### src/rtl/apu_reg_pkg.sv
// Register map and read masks shared by the APU channel register front ends.
// A read returns the stored bits OR'd with the channel's read mask.
package apu_reg_pkg;

    localparam logic [7:0] NR30_A    = 8'h1A;
    localparam logic [7:0] NR31_A    = 8'h1B;
    localparam logic [7:0] NR32_A    = 8'h1C;
    localparam logic [7:0] NR33_A    = 8'h1D;
    localparam logic [7:0] NR34_A    = 8'h1E;
    localparam logic [7:0] WAVE_BASE = 8'h30;
    localparam logic [7:0] WAVE_LAST = 8'h3F;

    // Set bits read back as 1 regardless of the stored value.
    localparam logic [7:0] NR30_RMASK = 8'h7F;
    localparam logic [7:0] NR31_RMASK = 8'hFF;
    localparam logic [7:0] NR32_RMASK = 8'h9F;
    localparam logic [7:0] NR33_RMASK = 8'hFF;
    localparam logic [7:0] NR34_RMASK = 8'hBF;

    function automatic logic [7:0] masked_read(input logic [7:0] raw, input logic [7:0] rmask);
        return raw | rmask;
    endfunction

endpackage

### src/rtl/wave_ram.sv
// 16x8 wave sample RAM: synchronous write, registered read, reset fill, and the
// nibble-unpacked view of all 32 samples.
module wave_ram #(
    parameter logic [7:0] RAM_RESET_VAL = 8'h00
) (
    input  logic         clk,
    input  logic         reset,
    input  logic         wr_en,
    input  logic [3:0]   waddr,
    input  logic [7:0]   wdata,
    input  logic         rd_en,
    input  logic [3:0]   raddr,
    output logic [7:0]   rdata,
    output logic [127:0] samples
);

    logic [7:0] mem_q [16];

    always_ff @(posedge clk) begin
        if (reset) begin
            for (int i = 0; i < 16; i++) begin
                mem_q[i] <= RAM_RESET_VAL;
            end
            rdata <= 8'h00;
        end else begin
            if (wr_en) begin
                mem_q[waddr] <= wdata;
            end
            // Same-edge read sees the pre-write byte.
            if (rd_en) begin
                rdata <= mem_q[raddr];
            end
        end
    end

    // Byte k: high nibble is sample 2k, low nibble is sample 2k+1.
    always_comb begin
        samples = '0;
        for (int k = 0; k < 16; k++) begin
            samples[8*k +: 4]     = mem_q[k][7:4];
            samples[8*k + 4 +: 4] = mem_q[k][3:0];
        end
    end

endmodule

### src/rtl/wave_reg_if.sv
// CPU register front end for the wave channel: NR30-NR34 control state, wave RAM
// access, registered read-back and the one-cycle trigger / length-load strobes.
module wave_reg_if
    import apu_reg_pkg::*;
#(
    parameter int unsigned ADDR_W        = 8,
    parameter logic [7:0]  RAM_RESET_VAL = 8'h00
) (
    input  logic              clk,
    input  logic              reset,
    input  logic              apu_on,
    input  logic [ADDR_W-1:0] addr,
    input  logic              wr_en,
    input  logic              rd_en,
    input  logic [7:0]        wdata,
    output logic [7:0]        rdata,
    output logic              dac_enable,
    output logic [1:0]        vol,
    output logic [7:0]        len_load,
    output logic              len_load_strobe,
    output logic              trigger,
    output logic              len_enable,
    output logic [10:0]       freq,
    output logic [127:0]      samples
);

    logic        dac_enable_q;
    logic [1:0]  vol_q;
    logic [7:0]  len_load_q;
    logic        len_load_strobe_q;
    logic        trigger_q;
    logic        len_enable_q;
    logic [10:0] freq_q;
    logic [7:0]  reg_rdata_q;
    logic        rd_ram_q;

    logic        is_wave;
    logic [7:0]  reg_rd_val;
    logic [7:0]  ram_rdata;

    assign is_wave = (addr >= ADDR_W'(WAVE_BASE)) && (addr <= ADDR_W'(WAVE_LAST));

    // Powered-off state reads as cleared even in the cycle before the clear lands.
    always_comb begin
        logic       dac_v;
        logic [1:0] vol_v;
        logic       len_en_v;
        dac_v      = dac_enable_q & apu_on;
        vol_v      = vol_q & {2{apu_on}};
        len_en_v   = len_enable_q & apu_on;
        reg_rd_val = 8'hFF;
        case (addr)
            ADDR_W'(NR30_A): reg_rd_val = masked_read({dac_v, 7'h00}, NR30_RMASK);
            ADDR_W'(NR31_A): reg_rd_val = masked_read(8'h00, NR31_RMASK);
            ADDR_W'(NR32_A): reg_rd_val = masked_read({1'b0, vol_v, 5'h00}, NR32_RMASK);
            ADDR_W'(NR33_A): reg_rd_val = masked_read(8'h00, NR33_RMASK);
            ADDR_W'(NR34_A): reg_rd_val = masked_read({1'b0, len_en_v, 6'h00}, NR34_RMASK);
            default:         reg_rd_val = 8'hFF;
        endcase
    end

    always_ff @(posedge clk) begin
        if (reset) begin
            dac_enable_q      <= 1'b0;
            vol_q             <= 2'd0;
            len_load_q        <= 8'h00;
            len_load_strobe_q <= 1'b0;
            trigger_q         <= 1'b0;
            len_enable_q      <= 1'b0;
            freq_q            <= 11'd0;
            reg_rdata_q       <= 8'hFF;
            rd_ram_q          <= 1'b0;
        end else begin
            trigger_q         <= 1'b0;
            len_load_strobe_q <= 1'b0;
            if (!apu_on) begin
                dac_enable_q <= 1'b0;
                vol_q        <= 2'd0;
                len_load_q   <= 8'h00;
                len_enable_q <= 1'b0;
                freq_q       <= 11'd0;
            end else if (wr_en) begin
                case (addr)
                    ADDR_W'(NR30_A): dac_enable_q <= wdata[7];
                    ADDR_W'(NR31_A): begin
                        len_load_q        <= wdata;
                        len_load_strobe_q <= 1'b1;
                    end
                    ADDR_W'(NR32_A): vol_q <= wdata[6:5];
                    ADDR_W'(NR33_A): freq_q[7:0] <= wdata;
                    ADDR_W'(NR34_A): begin
                        len_enable_q <= wdata[6];
                        freq_q[10:8] <= wdata[2:0];
                        trigger_q    <= wdata[7];
                    end
                    default: ;
                endcase
            end
            if (rd_en) begin
                reg_rdata_q <= reg_rd_val;
                rd_ram_q    <= is_wave;
            end
        end
    end

    // WAVE_BASE is 16-aligned, so the low nibble of addr is the RAM index.
    wave_ram #(
        .RAM_RESET_VAL(RAM_RESET_VAL)
    ) u_wave_ram (
        .clk    (clk),
        .reset  (reset),
        .wr_en  (wr_en && is_wave),
        .waddr  (addr[3:0]),
        .wdata  (wdata),
        .rd_en  (rd_en && is_wave),
        .raddr  (addr[3:0]),
        .rdata  (ram_rdata),
        .samples(samples)
    );

    assign rdata           = rd_ram_q ? ram_rdata : reg_rdata_q;
    assign dac_enable      = dac_enable_q;
    assign vol             = vol_q;
    assign len_load        = len_load_q;
    assign len_load_strobe = len_load_strobe_q;
    assign trigger         = trigger_q;
    assign len_enable      = len_enable_q;
    assign freq            = freq_q;

endmodule

### config.mk
export PLATFORM = sky130hd
export DESIGN_NAME = wave_reg_if
export DESIGN_NICKNAME = d
export VERILOG_FILES = /design/src/rtl/apu_reg_pkg.sv /design/src/rtl/wave_ram.sv /design/src/rtl/wave_reg_if.sv
export SDC_FILE = /design/constraint.sdc
export NUM_CORES = 1
export LEC_CHECK = 0
export CAP_MARGIN = 20
export CORE_AREA = 2 2 86 171
export CTS_CLUSTER_DIAMETER = 150
export DETAILED_ROUTE_END_ITERATION = 10
export DIE_AREA = 0 0 88 173
export PLACE_DENSITY = 0.89
export SLEW_MARGIN = 20
export SYNTH_ARGS = -nofsm -noshare
export SYNTH_HDL_FRONTEND = slang
export SYNTH_SLANG_ARGS = --single-unit
export TNS_END_PERCENT = 20
### constraint.sdc
create_clock -name clk -period 6 [get_ports clk]
set_clock_uncertainty 0.1 [all_clocks]
set_input_delay 1.2 -clock clk [delete_from_list [all_inputs] [get_ports clk]]
set_output_delay 1.2 -clock clk [all_outputs]
set_load 0.01 [all_outputs]
==> summary by stage <==
STA
The count of endpoints failing setup in the final report is 0. The max-slew violation count is 0. The final number of hold-violating endpoints came to 0.

The worst-case hold slack is roughly 0.37 ns. After layout, the worst path uses 67.6% of the clock period. Measured against its own limit, the worst slew margin works out to a little under 30%. The slew at the pin with the worst max-slew slack is 1.05 ns.

The time the worst path needs with I/O delays and setup is 4.05 ns. The sum of negative setup slack is 0 ns. Based on the critical path, the design can be clocked at up to between 200 and 250 MHz. Setup repair after global routing left no endpoint under its margin.

Synthesis
In the synthesized netlist the dominant register cell turns out to be edfxtp_1. The number of cells produced by synthesis is 539. Counting every net in the synthesized netlist gives 560. In the post-synthesis netlist, the biggest area contributors are edfxtp_1 52%, and2_1 11%, dfxtp_1 10%, mux4_2 9.7%, mux2i_1 2.2%. The complex-gate fraction of the synthesized area is 3.46%. The area share of and/or/nand/nor cells after synthesis is about a fifth. The cell area that synthesis handed to floorplanning was ~7400 µm². The fraction of the mapped netlist area in adder cells is 0%. The count of unique library cells instantiated by Yosys is 36. During synthesis, Yosys emitted a total of 0 warnings. Multiplexer cells account for between 10% and 20% of the synthesized area.

The fraction of synthesized cell area in xor and xnor cells is 0%. The number of enable-type register cells in the synthesized netlist is approximately 130. The average instance area after synthesis is between 10 and 15 µm². The proportion of netlist area held by the largest area contributor is 51.9%. The post-synthesis async set-or-reset flop share is 0%. Of the synthesized area, sequential elements account for about three fifths. After synthesis, the largest family of logic cells by area is simple AND/OR/NAND/NOR gates. In this run, synthesis produced a sequential element count of ~170. The synthesized design spends more area on one cell type than any other, namely edfxtp_1.

Setup path
The slowest stage of the critical path belongs to the cell nor4_1. Counting both buffers and inverters, the worst setup path holds a total of 1. The largest single stage delay on the critical path is 1.10 ns. The critical path goes through clkdlybuf4s50_1 > and4bb_1 > nand3b_1 > nor4_1 > or2_2. The critical register-to-register path startpoint is u_wave_ram.mem_q[8][4]. The kind of cell with the highest combined delay on the critical path is simple AND/OR/NAND/NOR gates. In this run the worst path has a maximum fanout of 16. The signal arrival time at the worst endpoint is 4.07 ns.

STA classifies the critical path endpoint as a flip-flop. The endpoint identified for the worst register-to-register timing path is u_wave_ram.rdata[4]. For the worst setup path, the data required time is ~6 ns. The worst setup path is of the input pin to flip-flop kind. The register-to-register setup slack is roughly 4 ns. The worst register-to-register path has a depth of 3. The startpoint type of the worst setup path is an input pin.

GRT
Entering global routing, the biggest net connects 40 pins. The total overflow reported by the global router is 0. The via count of the first global-routing pass is about 5500. The wire length of the first global-routing pass is 34.1 mm. For this run, the total global-route usage over all layers was measured as a little under a third.

The number of antenna violations at the first check in global routing is 0.

Hold path
The worst hold path terminates at freq[6]. The worst hold path passes through 2 cells. In this run the most critical hold path is launched from freq[6].

The worst min-delay path category is flip-flop to flip-flop.

Flow run
Max-cap violations in this run came to 0.

CTS
The count of instances resized after the clock tree is built is 0. Counting every sink on the clock net gives 165. TritonCTS built the clock tree.

The clock passes through at most 2 buffers. In this run, CTS created clock tree buffers numbering 17. The H-tree was split into 4 levels. The root buffer cell is clkbuf_16. The number of setup buffers added after CTS is 0. The clock network latency to the later pin of the worst-skew pair is 0.42 ns. The number of hold buffers added after CTS was 0. After clock tree synthesis, the clock-pin slew on the worst setup and hold paths is ~0.070 ns.

Layout
Leaving out filler cells and counting taps, the final layout contains about 910. The antenna diode count is 0. The multi-input combinational cells in the finished layout cover a total of 2670 µm². The flip-flop and latch area is 4580 µm². The fraction of layout instances using a drive strength above 1 is 14.9%. After filler insertion, the fill cell instance count of the layout stands at approximately 900. The final layout contains approximately 730 nets. From synthesis to final layout, the design area changed by 33.8%. The finished cells cover about 10000 µm². The core utilization of the finished layout is approximately 72%.

Detailed routing
The number of nets with antenna violations after routing is 0. Summed over all layers, the routed wires come to roughly 23 mm. After detailed routing, the number of vias per cell comes to slightly above 6. The first detailed-routing pass ran for 8 iterations.

The via count is 5544. Dividing the detail-routed wire length by the instance count gives 25.6 µm. For this run, design rule violations remaining after detail routing come to 0. The iteration-0 DRC count of the detailed router is 638.

Placement
The routability-driven placement congestion ratio is roughly 0.96. During placement, the flow inserted port buffers numbering roughly 180. After detailed placement, the total cell area comes to approximately 9300 µm². The placed cell count is approximately 880.

Detailed placement ended at an HPWL of 16.5 mm.

Die
The cell row count is just over 60. The area of the placeable core is 13800 µm². The number of placed I/O pins is roughly 180. The width of the die is about 88 µm. The die is between 150 and 200 µm tall.

The die covers ~15000 µm². The starting density of the core is 53.6%.

Outcome
The run finished with clean final reports.

Power
The maximum vdd ir drop is around 0.00022 V. The power per cell area is ~270 nW/µm². The leakage power is between 3 and 4 nW.
## cells in the final DEF, fill, tap and decap left out, drive strengths merged, types with 11 or more instances in the layout
| cell type | count |
|---|---|
| or2 | 20 |
| nor3 | 13 |
| o21ai | 23 |
| mux2i | 16 |
| dfxtp | 37 |
| clkbuf | 20 |
| nand3 | 24 |
| edfxtp | 128 |
| clkdlybuf4s50 | 179 |
| nand2 | 19 |
| and2 | 128 |
| nand2b | 11 |
| mux4 | 32 |
## stage by stage
stage                     worst slack [ns]  total power [mW]
after floorplan                       3.01              1.44
after global placement                1.85              1.62
after CTS                             2.04              2.64
after global routing                  1.76              2.71
after detailed placement              1.68              1.62
final                                 1.95              2.65
## how the worst max path moves through the flow
stage / depth (start not counted) / end / from / slack [ns]
final: 5 / u_wave_ram.mem_q[3][4] / addr[6] / 1.95
after global routing: 5 / u_wave_ram.mem_q[3][6] / addr[6] / 1.76
after CTS: 5 / u_wave_ram.mem_q[3][4] / addr[6] / 2.04
after detailed placement: 5 / u_wave_ram.mem_q[3][2] / addr[6] / 1.68
after global placement: 5 / u_wave_ram.mem_q[3][0] / addr[6] / 1.85
after floorplan: 5 / u_wave_ram.mem_q[12][0] / addr[6] / 3.01
## registers in the layout, summed over array words and instances, names as in the netlist, 2 cells and up
| name | flops |
|---|---|
| reg_rdata_q | 3 |
| freq | 11 |
| len_load | 8 |
| vol | 2 |
| u_wave_ram.mem_q | 128 |
| u_wave_ram.rdata | 8 |
## kinds of logic (layout without fill, tap and decap cells)
family,after synthesis,count (layout)
compound gates,38,38
buf+inv,38,219
flops,165,165
mux,52,52
simple gates,246,246
## power breakdown
group          internal (mW)  total (mW)  switching [mW]
Sequential              1.28        1.32          0.0424
Combinational          0.139       0.286           0.147
Clock                  0.595        1.05           0.451
Total                   2.01        2.65           0.640
## worst register-to-register path, stage by stage (launching register included)
cell and delay (ns):
edfxtp_1 0.47, mux4_2 0.51, mux2i_1 0.50, o221ai_1 0.25
## metal layers
metal / wire length [µm] / global-route usage, % / vias to the layer above
met3: 1920 / 4.63 / 98
met5: 0 / 0 / -
met1: 6890 / 33.5 / 2691
met2: 12400 / 53.5 / 433
met4: 2090 / 24.2 / 0
li1: - / - / 2322
## cells in the mapped netlist, types with 2 or more instances
cell type	number
o221ai_1	8
and2_1	128
a21oi_1	4
mux2i_1	16
nor3_1	12
mux4_2	32
o21ai_0	15
edfxtp_1	128
or4_1	3
nand3_1	22
nor2_1	5
or2_2	20
nand2_1	19
nand3_2	2
nand3b_1	9
nand2b_1	11
nor2b_1	3
buf_1	5
mux2_2	4
buf_2	7
a31oi_1	2
clkbuf_1	23
o21ai_2	8
dfxtp_1	37
nor4_1	5
## layout make-up
| cell class | instances | share of cell area (%) |
|---|---|---|
| Clock buffer | 20 | 4.94 |
| Clock inverter | 12 | 0.909 |
| Inverter | 1 | 0.0379 |
| Multi-Input combinational cell | 336 | 26.9 |
| Sequential cell | 165 | 46.3 |
| Tap cell | 189 | 2.39 |
| Timing Repair Buffer | 186 | 18.6 |
Note: power is estimated with default switching activity, not from simulation.
==> RTL edit: new RTL, config.mk and constraints unchanged <==
Change the parameter `ADDR_W` from 8 to 9.
--- a/src/rtl/wave_reg_if.sv
+++ b/src/rtl/wave_reg_if.sv
@@ -4,5 +4,5 @@
     import apu_reg_pkg::*;
 #(
-    parameter int unsigned ADDR_W        = 8,
+    parameter int unsigned ADDR_W        = 9,
     parameter logic [7:0]  RAM_RESET_VAL = 8'h00
 ) (
Interface: changed (resized addr); port bits go from 182 to 183. The function was not compared with the original's and may differ.
==> RTL edit against the unedited design <==
Synthesized area rose by 3.3%. Final area grew 3.0%. Sequential cell count unchanged. Setup slack lost 0.15 ns. Non-clock buffer count rose by 1. Routed wire length fell by 4.6%. Power increased by 3.4%. Critical endpoint is now u_wave_ram.mem_q[1][6]. Hold slack improved by 0.0019 ns. Register-to-register slack better by 0.43 ns. Largest cell class unchanged. Critical path depth grew 1. Count of clock-buffer cells in the layout increased by 2. Largest power group unchanged.
==> RTL edit: results (changes against the unedited design) <==
status complete, no violations; critical path's slowest cell or4_1; Iter 0 DRT Violations 368 (-42%); Hold Slack 0.373 ns (+0.00185 ns); Worst Hold Launch reg_rdata_q[6]; max incr delay on CP 0.83 ns (-0.27 ns); Area contributors post-synth edfxtp_1, and2_1, dfxtp_1; Critical Path End u_wave_ram.mem_q[1][6]; P_leak 3.66 nW (+5.8%); layout net count 718 (-1.4%); GP Congestion 0.884 (-8.4%); Net Count, Synth 552 (-1.4%); sw frac 24.0% (-0.11 points); worst reg-to-reg setup slack 4.44 ns (+0.43 ns); Hold Path Sink reg_rdata_q[6]; post-CTS setup buffers 0 (unchanged); Post-Synthesis Cells 530 (-1.7%); PD cells 268 nW/um^2 (+0.40%); Worst EP arrival 4.21 ns (+0.14 ns); global-route wire length before repair 32,800 um (-3.9%); clock slew at reported path FFs 0.06 ns; Placement Cell Area 9560 sq um (+2.5%); vias in the first global route 5,572 (+1.8%); TritonRoute pass-1 iters 5 (-3); Hold Path Cell Cnt 1 (-1); worst slack at placement 1.40 ns (-0.288 ns); Port Buf Inserts 182 (+0.55%); sequential-to-total area share from yosys stat 59.9% (-2.0 points); Worst R2R Start u_wave_ram.mem_q[8][1]; wirelength, routed 22,200 um (-4.6%); fill cell count 849 (-3.1%); per-cell routed wire length 24.7 um (-3.4%); Worst-Skew Late Latency 0.44 ns (+0.02 ns); total global-route track usage 30.3% (-1.1 points); most instantiated cells after synthesis and2_1, edfxtp_1, mux2i_1; Slew headroom 27.4% (-1.9 points); Crit Path Max Fanout 9 (-7); Crit. Startpoint addr[8]; Final WS setup 1.79 ns (-0.152 ns); DP HPWL 16,400 um (-0.75%)
==> RTL edit: cell type report <==
cell class / instances / share of cell area (%)
clock buffer: 22 / 5.39
multi-input combinational: 322 / 28.2
timing repair buffer: 187 / 18.1
tap: 189 / 2.32
clock inverter: 10 / 0.895
sequential: 165 / 44.9
inverter: 3 / 0.110
==> RTL edit: routing by layer <==
layer	GRT usage [%]	up-vias	routed length, um
met3	6.63	79	1470
li1	-	2283	-
met5	0	-	0
met1	30.2	2620	6860
met4	20.7	0	1510
met2	53.4	317	12400
==> RTL edit: logic make-up after synthesis <==
logic type,share of synthesized area (%)
and+or+nand+nor,21.1
DFF,59.9
muxes,15.0
buffers and inverters,2.42
AOI/OAI and AO/OA,1.57
==> RTL edit: power groups by stage <==
stage          clock network [mW]  logic, mW  registers (mW)
3_5_place_dp                    0      0.282            1.33
4_1_cts                      1.14      0.284            1.31
2_1_floorplan                   0      0.108            1.34
3_3_place_gp                    0      0.278            1.33
5_1_grt                      1.19      0.295            1.31
6_report                     1.14      0.284            1.31
